===== src/rtl/led_scan_ctrl_pkg.sv =====
// led_scan_ctrl_pkg: shared segment codes, register map and bit positions for the LED scan controller
package led_scan_ctrl_pkg;
  typedef enum logic {B2B_IDLE, B2B_RUN} b2b_state_t;
  localparam logic [31:0] DATA_OFS = 32'h0;
  localparam logic [31:0] CTRL_OFS = 32'h4;
  localparam logic [31:0] STAT_OFS = 32'h8;
  localparam logic [31:0] CTRL_RST = 32'h0000_00F4;
  localparam int MODE_BIT  = 0;
  localparam int BLANK_BIT = 1;
  localparam int EN_BIT    = 2;
  localparam int DUTY_LSB  = 4;
  localparam int DP_LSB    = 8;
  localparam int BUSY_BIT  = 0;
  localparam int OVF_BIT   = 1;
  localparam int IDX_LSB   = 8;
  localparam logic [7:0] LED_0 = 8'hFC;
  localparam logic [7:0] LED_1 = 8'h60;
  localparam logic [7:0] LED_2 = 8'hDA;
  localparam logic [7:0] LED_3 = 8'hF2;
  localparam logic [7:0] LED_4 = 8'h66;
  localparam logic [7:0] LED_5 = 8'hB6;
  localparam logic [7:0] LED_6 = 8'hBE;
  localparam logic [7:0] LED_7 = 8'hE0;
  localparam logic [7:0] LED_8 = 8'hFE;
  localparam logic [7:0] LED_9 = 8'hF6;
  localparam logic [7:0] LED_A = 8'hEE;
  localparam logic [7:0] LED_B = 8'h3E;
  localparam logic [7:0] LED_C = 8'h9C;
  localparam logic [7:0] LED_D = 8'h7A;
  localparam logic [7:0] LED_E = 8'h9E;
  localparam logic [7:0] LED_F = 8'h8E;
  localparam logic [15:0][7:0] SEG_LUT = {LED_F, LED_E, LED_D, LED_C, LED_B, LED_A, LED_9, LED_8,
                                          LED_7, LED_6, LED_5, LED_4, LED_3, LED_2, LED_1, LED_0};
  function automatic logic [7:0] seg_code(input logic [3:0] v);
    return SEG_LUT[v];
  endfunction
endpackage


===== src/rtl/led_scan_ctrl_bin2bcd_seq.sv =====
// led_scan_ctrl_bin2bcd_seq: 32-bit binary to 10-digit BCD, one shift-add-3 step per clk
module led_scan_ctrl_bin2bcd_seq
  import led_scan_ctrl_pkg::*;
(
  input  logic        clk,
  input  logic        RST,
  input  logic        start,
  input  logic [31:0] bin,
  output logic [39:0] bcd,
  output logic        busy,
  output logic        done
);
  b2b_state_t st, st_n;
  logic [5:0] cnt, cnt_n;
  logic [71:0] sh, sh_n, adj;
  assign bcd = sh[71:32];
  assign busy = st == B2B_RUN;
  // a start in the final cycle restarts, so the stale result is not published
  assign done = busy && cnt == 6'd32 && !start;
  always_ff @(posedge clk) begin
    if (RST) begin
      st <= B2B_IDLE;
      cnt <= '0;
      sh <= '0;
    end else begin
      st <= st_n;
      cnt <= cnt_n;
      sh <= sh_n;
    end
  end
  always_comb begin
    adj = sh;
    for (int i = 0; i < 10; i++)
      adj[32+4*i +: 4] = sh[32+4*i +: 4] >= 4'd5 ? sh[32+4*i +: 4] + 4'd3 : sh[32+4*i +: 4];
    st_n = st;
    cnt_n = cnt;
    sh_n = sh;
    if (start) begin
      st_n = B2B_RUN;
      cnt_n = '0;
      sh_n = {40'd0, bin};
    end else if (busy && cnt == 6'd32) begin
      st_n = B2B_IDLE;
    end else if (busy) begin
      cnt_n = cnt + 6'd1;
      sh_n = adj << 1;
    end
  end
endmodule


===== src/rtl/led_scan_ctrl.sv =====
// led_scan_ctrl: bus-mapped N-digit multiplexed 7-segment controller with hex/decimal,
// leading-zero blanking, per-digit DP and PWM brightness
module led_scan_ctrl
  import led_scan_ctrl_pkg::*;
#(
  parameter int          DIGITS     = 4,
  parameter logic [31:0] SCAN_COUNT = 32'd50000,
  parameter logic [31:0] BASE_ADDR  = 32'h0000_7F00
) (
  input  logic              clk,
  input  logic              RST,
  input  logic [31:0]       ADD,
  input  logic [31:0]       DAT_I,
  input  logic              Wr,
  input  logic [3:0]        BE,
  output logic [31:0]       DAT_O,
  output logic [7:0]        seg,
  output logic [DIGITS-1:0] sel
);
  localparam logic [31:0] CTRL_MASK = 32'h0000_00F7 | (((32'd1 << DIGITS) - 32'd1) << DP_LSB);
  localparam logic [31:0] DIGIT_MASK = DIGITS == 8 ? 32'hFFFF_FFFF : (32'd1 << (4 * DIGITS)) - 32'd1;
  logic [31:0] data, ctrl, status, wmask, data_w, ctrl_w, src, count;
  logic [39:0] bcd_res, bcd_disp;
  logic [2:0] idx;
  logic [3:0] pwm, cur, duty;
  logic [7:0] dp, code, seg_n;
  logic wr_data, wr_ctrl, start, busy, done, ovf, blank, lit;
  logic [DIGITS-1:0] sel_n;
  assign wmask = {{8{BE[3]}}, {8{BE[2]}}, {8{BE[1]}}, {8{BE[0]}}};
  assign data_w = (DAT_I & wmask) | (data & ~wmask);
  assign ctrl_w = ((DAT_I & wmask) | (ctrl & ~wmask)) & CTRL_MASK;
  assign wr_data = Wr && ADD == BASE_ADDR + DATA_OFS;
  assign wr_ctrl = Wr && ADD == BASE_ADDR + CTRL_OFS;
  assign start = wr_data || (wr_ctrl && !ctrl[MODE_BIT] && ctrl_w[MODE_BIT]);
  led_scan_ctrl_bin2bcd_seq u_b2b (
    .clk  (clk),
    .RST  (RST),
    .start(start),
    .bin  (wr_data ? data_w : data),
    .bcd  (bcd_res),
    .busy (busy),
    .done (done)
  );
  always_ff @(posedge clk) begin
    if (RST) begin
      data <= '0;
      ctrl <= CTRL_RST;
      bcd_disp <= '0;
      count <= SCAN_COUNT;
      idx <= '0;
      pwm <= '0;
      seg <= '0;
      sel <= '0;
    end else begin
      if (wr_data) data <= data_w;
      if (wr_ctrl) ctrl <= ctrl_w;
      if (done) bcd_disp <= bcd_res;
      count <= count == 32'd0 ? SCAN_COUNT : count - 32'd1;
      if (count == 32'd0) idx <= idx == 3'(DIGITS - 1) ? 3'd0 : idx + 3'd1;
      pwm <= pwm + 4'd1;
      seg <= seg_n;
      sel <= sel_n;
    end
  end
  // the displayed BCD only changes on done, so the display never tears mid-conversion
  always_comb begin
    duty = ctrl[DUTY_LSB +: 4];
    dp = ctrl[DP_LSB +: 8];
    src = ctrl[MODE_BIT] ? bcd_disp[31:0] : data;
    cur = src[{idx, 2'b00} +: 4];
    blank = ctrl[BLANK_BIT] && idx != 3'd0 && ((src & DIGIT_MASK) >> {idx, 2'b00}) == 32'd0;
    code = seg_code(cur);
    seg_n = blank ? 8'h00 : {code[7:1], dp[idx]};
    lit = ctrl[EN_BIT] && (duty == 4'hF || pwm < duty);
    sel_n = lit ? DIGITS'(1) << idx : '0;
    ovf = |(bcd_disp >> (4 * DIGITS));
    status = '0;
    status[BUSY_BIT] = busy;
    status[OVF_BIT] = ovf;
    status[IDX_LSB +: 3] = idx;
    DAT_O = ADD == BASE_ADDR + DATA_OFS ? data :
            ADD == BASE_ADDR + CTRL_OFS ? ctrl :
            ADD == BASE_ADDR + STAT_OFS ? status : 32'd0;
  end
endmodule


===== config.mk =====
export PLATFORM = sky130hd
export DESIGN_NAME = led_scan_ctrl
export DESIGN_NICKNAME = d
export VERILOG_FILES = /design/src/rtl/led_scan_ctrl_pkg.sv /design/src/rtl/led_scan_ctrl_bin2bcd_seq.sv /design/src/rtl/led_scan_ctrl.sv
export SDC_FILE = /design/constraint.sdc
export NUM_CORES = 1
export LEC_CHECK = 0
export ABC_AREA = 1
export BUFFER_PORTS_ARGS = -buffer_cell sky130_fd_sc_hd__buf_2
export CAP_MARGIN = 20
export CELL_PAD_IN_SITES_DETAIL_PLACEMENT = 1
export CELL_PAD_IN_SITES_GLOBAL_PLACEMENT = 2
export CORE_MARGIN = 2
export CORE_UTILIZATION = 35
export CTS_CLUSTER_SIZE = 10
export DETAILED_ROUTE_END_ITERATION = 7
export PLACE_DENSITY_LB_ADDON = 0.1
export SLEW_MARGIN = 20
export SYNTH_ARGS = -nofsm -noshare
export SYNTH_HDL_FRONTEND = slang
export SYNTH_SLANG_ARGS = --single-unit
export TNS_END_PERCENT = 20

===== constraint.sdc =====
create_clock -name clk -period 3.5 [get_ports clk]
set_input_delay 0.175 -clock clk [delete_from_list [all_inputs] [get_ports clk]]
set_output_delay 0.175 -clock clk [all_outputs]
set_load 0.005 [all_outputs]

# Yosys cells after proc, flatten, opt, wreduce, memory -nomap -nowiden
# Memories as Yosys holds them, arrays and structs flattened. A register that Yosys moved wholly into a read port is not among the register bits.
# Cells that the tools add are included.
totals:
  rom_bits: 128
  memories: 1
  latch_bits: 0
  in_bits: 71
  wordCells: 107
  reg_bits: 213
  ramBits: 0
mem_list:
  columns: ["memory", "depth", "width", "rd", "rd_ports_with_merged_regs", "write_ports", "line_no", "text"]
  rows:
  - ["(no name shown)", 16, 8, 1, 1, 0, "led_scan_ctrl_pkg.sv:35", "return SEG_LUT[v];"]
classes:
  div: 0
  reduce_logical: 25
  n_shift: 3
  mux: 24
  n_eq_ne: 7
  n_lt_le_gt_ge: 13
  bitwise: 8
  multipliers: 0
  add_sub_neg: 14
op_table:
  columns: ["operator", "n"]
  rows:
  - ["$mux 32", 6]
  - ["$eq 32x15->1 const B", 3]
  - ["$and 32x32->32", 2]
  - ["$logic_not 32->1", 2]
  - ["$ge 4x3->1 const B", 10]
  - ["$add 4x2->4 const B", 9]
  - ["$mux 4", 9]
  - ["$not 32->32", 1]
  - ["$or 32x32->32", 1]
  - ["$shiftx 32x6->4", 1]
  - ["$shr 16x5->32", 1]
  - ["$sub 32x1->32 const B", 1]
  - ["$reduce_or 24->1", 1]
  - ["$and 12x12->12", 1]
  - ["$mux 12", 1]
  - ["$or 12x12->12", 1]
  - ["$mux 11", 1]
  - ["$logic_and 1x1->1", 9]
  - ["$mux 8", 1]
  - ["$reduce_or 2->1", 4]
  - ["$add 6x1->6 const B", 1]
  - ["$eq 6x6->1 const B", 1]
  - ["$mux 3", 2]
  - ["$lt 4x5->1 const B", 1]
  - ["other kinds (17)", 24]

# Depth between registers and ports, before layout
depth:
  depth_word: 7
  ltp_mapped: 17
  depth_no_buf: 15

# Hierarchy
# A second synthesis with hierarchy kept.
hier_totals:
  cells_unflattened: 1828
  hier_area_um2: 11882.6
modules_own_cells:
  columns: ["module", "cells_per_inst", "seq_area_each_um2", "area_each_um2", "n_inst"]
  rows:
  - ["led_scan_ctrl", 1133, 2682.6, 7449.6, 1]
  - ["led_scan_ctrl_bin2bcd_seq", 695, 1581.5, 4433.0, 1]

# Worst setup path before layout
# Ideal clock, no wire load.
synth_timing:
  kind: "register -> register"
  start: "reg ctrl[0]"
  end: "reg seg[4]"
  setup_slack_ns: 1.569
  stages_incl_launch_ff: 14
  setup_time_ns: 0.120
  required_ns: 3.380
  n_path_buf: 3
  t_arrival_ns: 1.811
  cell_sequence: "dfxtp_1 buf_4 buf_2 buf_2 o211ai_1 nand3_1 nand3_1 nand2_1 inv_1 ha_1 nand2_1 nand2_1 o21ai_1 nor2_1"
synth_between:
  elab_chain_len: 5
  elab_cells_between_ends: 6
  cone_classes: "2 x shift; 1 x mux; 3 x reduce/logical"
synth_rtl:
  columns: ["element", "line_no", "text"]
  rows:
  - ["start: declaration", "led_scan_ctrl.sv:22", "logic [31:0] data, ctrl, status, wmask, data_w, ctrl_w, src, count;"]
  - ["start signal: assignment", "led_scan_ctrl.sv:56", "if (wr_ctrl) ctrl <= ctrl_w;"]
  - ["$mux 32 *", "led_scan_ctrl.sv:69", "src = ctrl[MODE_BIT] ? bcd_disp[31:0] : data;"]
  - ["$shr 16x5->32", "led_scan_ctrl.sv:71", "blank = ctrl[BLANK_BIT] && idx != 3'd0 && ((src & DIGIT_MASK) >> {idx, 2'b00}) == 32'd0;"]
  - ["$logic_not 32->1", "led_scan_ctrl.sv:71", null]
  - ["$logic_and 1x1->1", "led_scan_ctrl.sv:71", null]
  - ["$reduce_or 2->1 (no line)", null, null]
  - ["end: declaration", "led_scan_ctrl.sv:17", "output logic [7:0] seg,"]
# Every way passes the cells marked *; elsewhere a longest branch is shown, timed or not.
# A chain may end at the register's enable or synchronous reset.

# Worst setup path after layout
layout_timing:
  start: "in ADD[31]"
  end: "out DAT_O[1]"
layout_between:
  elab_chain_len: 4
  elab_cells_between_ends: 6
  cone_classes: "3 x eq/ne; 3 x mux"
layout_rtl:
  columns: ["element", "line_no", "text"]
  rows:
  - ["start: declaration", "led_scan_ctrl.sv:12", "input logic [31:0] ADD,"]
  - ["$eq 32x15->1", "led_scan_ctrl.sv:83", "ADD == BASE_ADDR + STAT_OFS ? status : 32'd0;"]
  - ["$mux 11", "led_scan_ctrl.sv:83", null]
  - ["$mux 12", "led_scan_ctrl.sv:82", "ADD == BASE_ADDR + CTRL_OFS ? ctrl :"]
  - ["$mux 32 *", "led_scan_ctrl.sv:81", "DAT_O = ADD == BASE_ADDR + DATA_OFS ? data :"]
  - ["end: declaration", "led_scan_ctrl.sv:16", "output logic [31:0] DAT_O,"]
# Marked as above.

==> results.md <==
* Outcome: complete, no violations
* Fin. Hold Viols at 0
* Hold path depth at 5
* Main synth FF type: dfxtp_1
* Setup Skew at 9.864 ps
* I/O pins at 115
* Worst hold-check path type: input port to flop
* Number of max-cap violations at 0
* Share of layout cells above drive strength 1 at 10.21%
* Ys async rst share at 0%
* H-tree Lvls at 1
* Commonest non-fill, non-tap cell in the layout: nand2_1
* Final TNS setup at 0 ps
* Crit start category: input port
* IO buf count at 114
* Setup violation total in the final timing report at 0
* Worst-Margin Slew at 991.1 ps
* Final wirelength at 39.26 mm
* Sequential-to-total area share from yosys stat at 35.08%
* Cell with the largest stage delay on the worst path: nor3_1
* Core ar. at 0.03437 mm2
* Row count at 68
* NetSw at 1.271 mW
* RSZ-0062 raised after global routing: no
* Via count at 12,250
* Achievable Freq at 0.3775 GHz
* Path depth of the worst reg2reg path at 13
* Simple-Gate Fraction of Synth Area at 36.30%
* Crit path DAT at 2470 ps
* CTS root buf: clkbuf_16
* DPL Wire Length at 28.38 mm
* Power Total at 5.595 mW
* Sequential share of power at 43.9%
* Xor/xnor share of the synthesized area at 1.873%
* CTS tree: yes
* Clk slew on worst S/H paths at 60 ps
* Slowest Stage Delay on Critical Path at 830 ps
* Buf/Inv on CP at 2
* Worst r2r src: ctrl[0]
* Period utilization at 75.69%
* Worst-case clock buffer depth at 3
* Normalized max-slew margin at 33.42%
* Initial antenna violation count at 0
* Logic pwr share at 4.1%
* CP Cell Sequence: buf_2 -> nor2_1 -> nand2_1 -> nor2_1 -> nand2_2 -> nor3_1 -> o21ai_0 -> a31oi_1 -> buf_2
* Final GP Congestion at 0.7983
* Post-synthesis compound-gate area fraction at 10.62%
* Synthesized area per cell at 6.335 um2
* Min-Delay Startpoint: DAT_I[3]
* Power per cell area at 397.3 mW/mm2
* Post-route ant nets at 0
* Nets at 2,106
* Worst reg-to-reg setup slack at 1020 ps
* First-pass DRT Iterations at 5
* Number of synthesized flops with an enable pin at 0
* Vias per inst at 4.953
* Synth Area in Adders at 3.705%
* Syn_nets at 2,026
* R2R Path End: seg[4]
* Largest net degree at the start of global routing at 84
* Die area at 0.03624 mm2
* Setup crit start: ADD[31]
* Internal power at 4.324 mW
* Synthesized area at 0.01216 mm2
* Die W at 190.4 um
* YS warnings at 0
* Leak Pwr at 6.468 nW
* Clock power share at 52.0%
* Global-route wire length before repair at 64.23 mm
* Combinational family with the most area after synthesis: simple AND/OR/NAND/NOR gates
* CP Max Fanout at 5
* Commonest non-fill, non-tap cells in the layout: 476 x nand2_1, 260 x nor2_1, 234 x inv_1, 213 x dfxtp_1, 172 x nand3_1
* ANT cells at 0
* Area growth from synthesis to layout at 15.83%
* Netlist cell types at 42
* PnR worst setup slack at 851.0 ps
* Top Family by Delay on Critical Path: simple AND/OR/NAND/NOR gates
* Remaining global-route overflow at 0
* Fill cells at 4,549
* Wirelength per Cell at 15.88 um
* Initial Util at 35.37%
* Initial DRC Count at 526
* Tot GR Track Use at 21.78%
* Total CTS buffers at 28
* Sinks on Clock Net at 213
* Synth Register Bits at 213
* Slew Viols, Final at 0
* Worst-skew pair later-pin latency at 540 ps
* Vias in the first global route at 12,450
* Setup CP Type: input port to primary output
* Final Critical Period at 2649 ps
* Post-Synthesis Cells at 1,919
* Req. time, crit path at 3320 ps
* Worst VDD drop at 0.3349 mV
* WHS Endpoint: data[3]
* DR DRC count at 0
* Sw Share at 22.72%
* CP endpoint kind: primary output
* Setup WS pre-CTS at 724.8 ps
* Die Y at 190.4 um
* Mux cell area share after synthesis at 0%
Yosys cell counts, types with 4 or more instances:
master	number	area share, %
nand3_1	172	7.1
o21ai_0	114	4.7
clkbuf_1	45	1.4
buf_2	38	1.6
nor2_1	261	8.1
o211ai_1	14	0.86
buf_6	4	0.37
xor2_1	19	1.4
nand3b_1	21	1.3
buf_1	6	0.19
o21ai_1	13	0.54
xnor2_1	7	0.50
a21oi_1	74	3.0
ha_1	36	3.7
nand4_1	56	2.9
o22ai_1	6	0.31
nand2_1	477	15
a22oi_1	11	0.68
nor4_1	10	0.51
nor3_1	7	0.29
inv_1	236	7.3
nand2_2	13	0.67
dfxtp_1	213	35
clkinv_1	40	1.2
inv_2	5	0.15
layer usage:
metal	wire, um	GRT usage (%)
met1	18680	28.26
met2	18440	38.46
met3	1389	2.632
met4	752	4.979
met5	0	0
power by group through the flow:
stage | Combinational [mW] | Clock, mW | Sequential [mW]
after floorplan | 0.123 | 0 | 2.50
after global placement | 0.220 | 0 | 2.51
after detailed placement | 0.223 | 0 | 2.51
after CTS | 0.233 | 2.99 | 2.45
after global routing | 0.260 | 3.09 | 2.46
final | 0.229 | 2.91 | 2.45
area by class of cell:
type	instances	area (um2)	area share (%)
multi-input cells	1328	6387	45.36
flip-flops and latches	213	4264	30.28
inverters	282	1061	7.535
repair buffers	146	873.3	6.202
clock buffers	45	855.8	6.078
well taps	455	569.3	4.043
clock inverters	4	70.07	0.4976
kinds of logic (layout without fill, tap and decap cells):
family	count (synthesis)	after routing
fa+ha+maj	36	36
simple gates	1026	1026
flops	213	213
xor+xnor	26	26
buf+inv	378	477
compound gates	240	240
worst max path at each step:
stage | endpoint | slack (ps) | depth (start not counted)
after floorplan | seg[4] | 1570 | 13
after global placement | DAT_O[1] | 750 | 9
after detailed placement | DAT_O[1] | 720 | 9
after CTS | DAT_O[1] | 730 | 9
after global routing | DAT_O[1] | 670 | 9
final | DAT_O[1] | 850 | 9
per-stage QoR:
| step | util [%] | cell area, um2 | instances | hold slack, ps |
|---|---|---|---|---|
| global route | 40.97 | 14080 | 2473 | 109.2 |
| floorplan | - | 12160 | 1919 | 301.2 |
| global placement | 37.98 | 13060 | 2414 | 418.6 |
| finish | 40.97 | 14080 | 2473 | 83.44 |
| detailed placement | 37.98 | 13060 | 2414 | 427.2 |
| CTS | 40.97 | 14080 | 2473 | 58.88 |
flip-flops by register name, summed over array words and instances, names as in the netlist, named ones only:
| name | flops |
|---|---|
| count | 32 |
| u_b2b.sh | 72 |
| ctrl | 1 |
| bcd_disp | 40 |
| idx | 3 |
| data | 32 |
| pwm | 4 |
| u_b2b.cnt | 6 |
| seg | 8 |
| u_b2b.busy | 1 |
| sel | 4 |
worst min-delay path, delay by kind of cell:
| kind | cells | cell delay (ps) |
|---|---|---|
| AOI/OAI and AO/OA | 2 | 150 |
| buffers and inverters | 1 | 100 |
| and+or+nand+nor | 2 | 160 |
repair_timing:
action,CTS,global route
resized for setup,0,0
setup endpoints to repair,0,0
endpoints found under the hold margin,10,0
hold buffers,10,0
buffers inserted,0,0
Power figures use the tool's default switching activity.
